## src/rtl/pc_fetch_unit.sv

```systemverilog
// pc_fetch_unit: program counter register that issues fetch addresses over a valid/ready handshake
//   clk, rst_n        clock and asynchronous active-low reset
//   next_pc, pc_write next PC from the select mux and the advance enable (0 = stall)
//   imem_req_valid/imem_req_ready/imem_addr  fetch request to instruction memory
//   pc, pc_plus4      current PC and its sequential successor
//   misalign_err      sticky flag set when a misaligned next_pc is accepted
//   fetch_count       number of completed fetch handshakes
module pc_fetch_unit #(
  parameter int DATA_WIDTH = 32,
  parameter logic [DATA_WIDTH-1:0] RESET_PC = '0
) (
  input  logic                  clk,
  input  logic                  rst_n,
  input  logic [DATA_WIDTH-1:0] next_pc,
  input  logic                  pc_write,
  output logic                  imem_req_valid,
  input  logic                  imem_req_ready,
  output logic [DATA_WIDTH-1:0] imem_addr,
  output logic [DATA_WIDTH-1:0] pc,
  output logic [DATA_WIDTH-1:0] pc_plus4,
  output logic                  misalign_err,
  output logic [DATA_WIDTH-1:0] fetch_count
);
  typedef enum logic [1:0] {IDLE, FETCH, HALT} state_t;
  state_t state, state_nx;
  logic [DATA_WIDTH-1:0] pc_nx, cnt_nx;
  logic err_nx, hs, adv, bad;
  always_ff @(posedge clk or negedge rst_n) begin
    if (!rst_n) begin
      state        <= IDLE;
      pc           <= RESET_PC;
      misalign_err <= 1'b0;
      fetch_count  <= '0;
    end else begin
      state        <= state_nx;
      pc           <= pc_nx;
      misalign_err <= err_nx;
      fetch_count  <= cnt_nx;
    end
  end
  // valid is a pure decode of the state register, so reset drops it at once
  assign imem_req_valid = state == FETCH;
  assign hs  = imem_req_valid && imem_req_ready;
  assign adv = hs && pc_write;
  assign bad = next_pc[1:0] != 2'b00;
  always_comb begin
    state_nx = state;
    pc_nx    = pc;
    err_nx   = misalign_err;
    cnt_nx   = fetch_count;
    state_nx = state == IDLE ? FETCH : (adv && bad) ? HALT : state;
    pc_nx    = (adv && !bad) ? next_pc : pc;
    err_nx   = misalign_err || (adv && bad);
    cnt_nx   = hs ? fetch_count + DATA_WIDTH'(1) : fetch_count;
  end
  assign imem_addr = pc;
  assign pc_plus4  = pc + DATA_WIDTH'(4);
endmodule

```

## config.mk

```make
export PLATFORM = sky130hd
export DESIGN_NAME = pc_fetch_unit
export DESIGN_NICKNAME = d
export VERILOG_FILES = /design/src/rtl/pc_fetch_unit.sv
export SDC_FILE = /design/constraint.sdc
export NUM_CORES = 1
export LEC_CHECK = 0
export ABC_AREA = 1
export BUFFER_PORTS_ARGS = -buffer_cell sky130_fd_sc_hd__buf_2
export CAP_MARGIN = 20
export CORE_ASPECT_RATIO = 0.8
export CORE_MARGIN = 10
export CORE_UTILIZATION = 35
export DETAILED_ROUTE_END_ITERATION = 7
export SLEW_MARGIN = 5
export SYNTH_ARGS = -nofsm -noshare
export SYNTH_HDL_FRONTEND = slang
export SYNTH_SLANG_ARGS = --single-unit
export TNS_END_PERCENT = 5
```

## constraint.sdc

```tcl
create_clock -name clk -period 1.46 [get_ports clk]
set_input_delay 0.146 -clock clk [delete_from_list [all_inputs] [get_ports clk]]
set_output_delay 0.146 -clock clk [all_outputs]
set_load 0.005 [all_outputs]
```

==> results.sh <==
export IMPL_cts_tree="yes"
export IMPL_multi_input_area_mm2=0.00207
export IMPL_finalSetupViolations=28
export IMPL_final_min_clock_period_ns=1.91
export IMPL_fillers=1143
export IMPL_vdd_drop_max_v=0.000448
export IMPL_die_x_um=142
export IMPL_clockBufferDepth=2
export IMPL_synthesis_instances=549
export IMPL_h_tree_depth=3
export IMPL_finalHoldViolCount=0
export IMPL_slew_headroom_pct=75.3
export IMPL_max_clock_freq_mhz=522
export IMPL_finalWeightedCongestion=0.907
export IMPL_clockPowerShare_pct=54.7
export IMPL_leakagePower_nw=3.30
export IMPL_setup_worst_path_start_class="flip-flop"
export IMPL_maxCapViolCount=0
export IMPL_post_dp_cell_area_mm2=0.00555
export IMPL_die_area_mm2=0.0166
export IMPL_ys_ff_latch=67
export IMPL_syn_nets=587
export IMPL_syn2layout_area_growth_pct=45.8
export IMPL_timing_final_ws_setup_ns=-0.454
export IMPL_syn_area_mm2=0.00414
export IMPL_r2r_slack_ns=0.06
export IMPL_antenna_found_initial=0
export IMPL_power_density_mw_per_mm2=717
export IMPL_holdCritPathClass="in -> reg"
export IMPL_cts_buffers_inserted=9
export IMPL_pre_cts_ws_ns=-0.127
export IMPL_p_seq_share_pct=42.9
export IMPL_grt_pass1_vias=4407
export IMPL_num_vias=4283
export IMPL_end_kind="output pin"
export IMPL_seqCellArea_mm2=0.00168
export IMPL_wl_per_cell_um=15.1
export IMPL_syn_area_per_cell_um2=7.54
export IMPL_viasPerCell=4.60
export IMPL_synthDistinctLibCells=30
export IMPL_tightest_slew_ns=0.371
export IMPL_rows=35
export IMPL_worstPathArrival_ns=1.77
export IMPL_layout_commonest_cell="nand2_1"
export IMPL_final_nets=816
export IMPL_period_share_pct=131
export IMPL_drive_gt1_share_pct=42.1
export IMPL_ant_nets=0
export IMPL_clk_latency_ns=0.33
export IMPL_final_cell_mix="nand2_1 (188), buf_2 (165), buf_4 (87)"
export IMPL_portBuffers=165
export IMPL_rsz0062_at_grt="yes"
export IMPL_p_switching_mw=0.882
export IMPL_clk_pin_slew_worst_paths_ns=0.05
export IMPL_die_h_um=117
export IMPL_ys_seq_area_share_pct=40.5
export IMPL_cp_max_fo=4
export IMPL_dr_pass1_iters=7
export IMPL_cts_root_buffer="clkbuf_16"
export IMPL_pwr_share_comb_pct=2.3
export IMPL_core_mm2=0.0116
export IMPL_p_int_mw=3.44
export IMPL_drt_wl_total_mm=14.0
export IMPL_place_hpwl_mm=11.4
export IMPL_n_antenna_cell=0
export IMPL_gr_total_overflow=0
export IMPL_netSwitchingFraction_pct=20.4
export IMPL_required_ns=1.31
export IMPL_grt_use_total_pct=16.8
export IMPL_final_cell_area_mm2=0.00604
export IMPL_skew_ns=0.00358
export IMPL_ys_warn_count=0
export IMPL_violations="negative setup slack"
export IMPL_initial_utilization_pct=35.8
export IMPL_io_pins=166
export IMPL_drtIter0Drc=247
export IMPL_final_max_slew_viol_count=0
export IMPL_drc=0
export IMPL_grt_pass1_wl_mm=22.5
export IMPL_crit_type="reg -> out"
export IMPL_status="finished with violations"
export IMPL_cts_sinks=67
export IMPL_grt_max_degree=68
-- metrics by stage --
step | total power [mW] | setup TNS, ns | utilization (%) | hold WS [ns] | std cells
6_report | 4.33 | -9.73 | 52.2 | 0.0113 | 931
5_1_grt | 4.49 | -13.69 | 52.2 | 0.00129 | 931
4_1_cts | 4.38 | -9.90 | 51.6 | 0.00328 | 931
3_5_place_dp | 1.99 | -2.13 | 48.0 | 0.204 | 911
3_3_place_gp | 1.99 | -0.992 | 48.0 | 0.201 | 911
2_1_floorplan | 1.89 | -0.183 | - | -0.150 | 549
-- power by group through the flow --
| stage | registers (mW) | logic [mW] | clock network (mW) |
|---|---|---|---|
| after CTS | 1.86 | 0.106 | 2.41 |
| after global routing | 1.86 | 0.116 | 2.52 |
| after global placement | 1.89 | 0.0972 | 0 |
| final | 1.86 | 0.101 | 2.37 |
| after floorplan | 1.89 | 0.00190 | 0 |
| after detailed placement | 1.89 | 0.0979 | 0 |
-- cells by family after synthesis --
| logic type | share of synthesized area (%) |
|---|---|
| simple gates | 36.2 |
| xor+xnor | 8.46 |
| fa+ha+maj | 0.604 |
| compound gates | 2.06 |
| flops | 40.5 |
| buf+inv | 12.1 |
-- path summary, 6_finish.rpt --
check / startpoint / to / cells past startpoint
max: imem_addr[3]$_DFFE_PN0P_ / pc_plus4[20] / 7
min: next_pc[26] / imem_addr[26]$_DFFE_PN0P_ / 3
max reg2reg: fetch_count[0]$_DFFE_PN0P_ / fetch_count[30]$_DFFE_PN0P_ / 8
min reg2reg: misalign_err$_DFF_PN0_ / misalign_err$_DFF_PN0_ / 1
max in group asynchronous: rst_n / fetch_count[2]$_DFFE_PN0P_ / 3
min in group asynchronous: rst_n / imem_addr[21]$_DFFE_PN0P_ / 3
-- registers in the layout (all words and copies together) (netlist names) --
signal / flops
fetch_count: 32
imem_addr: 32
misalign_err: 1
state: 2
-- repair_timing --
item,4_1_cts,5_1_grt
endpoints found under the setup margin,55,47
hold buffers,3,0
cloned,0,0
buffers inserted,1,0
hold endpoints to repair,69,0
resized for setup,13,23
pin swaps,4,2
-- Yosys cell counts (all sizes together) --
library cell,n,area [um2]
a21oi,1,5.00
buf,39,289
clkinv,1,3.75
dfrtp,67,1680
ha,2,25.0
inv,55,209
nand2,194,738
nand3,32,198
nand3b,9,67.6
nand4,8,56.3
nor2,66,298
nor3,16,118
nor4,1,12.5
o21ai,16,80.1
or2,2,12.5
xnor2,14,123
xor2,26,228
-- routing by layer --
layer / GRT usage, % / wire [um]
met3: 6.77 / 1490
met2: 27.3 / 6330
met5: 0 / 0
met1: 20.0 / 5950
met4: 4.83 / 251
-- critical path: stages (launching register included) --
cell,delay (ns)
dfrtp_1,0.38
ha_2,0.22
nand3_4,0.10
nor3_4,0.22
nand3_2,0.15
o21ai_1,0.16
nand2_1,0.08
buf_2,0.13
-- layout make-up --
type	instances	area share, %
clock buffer	10	3.96
clock inverter	6	1.45
timing repair buffer	257	25.7
inverter	56	3.69
sequential	67	27.9
tap	148	3.07
multi-input combinational	387	34.3
Note: power is estimated with default switching activity, not from simulation.
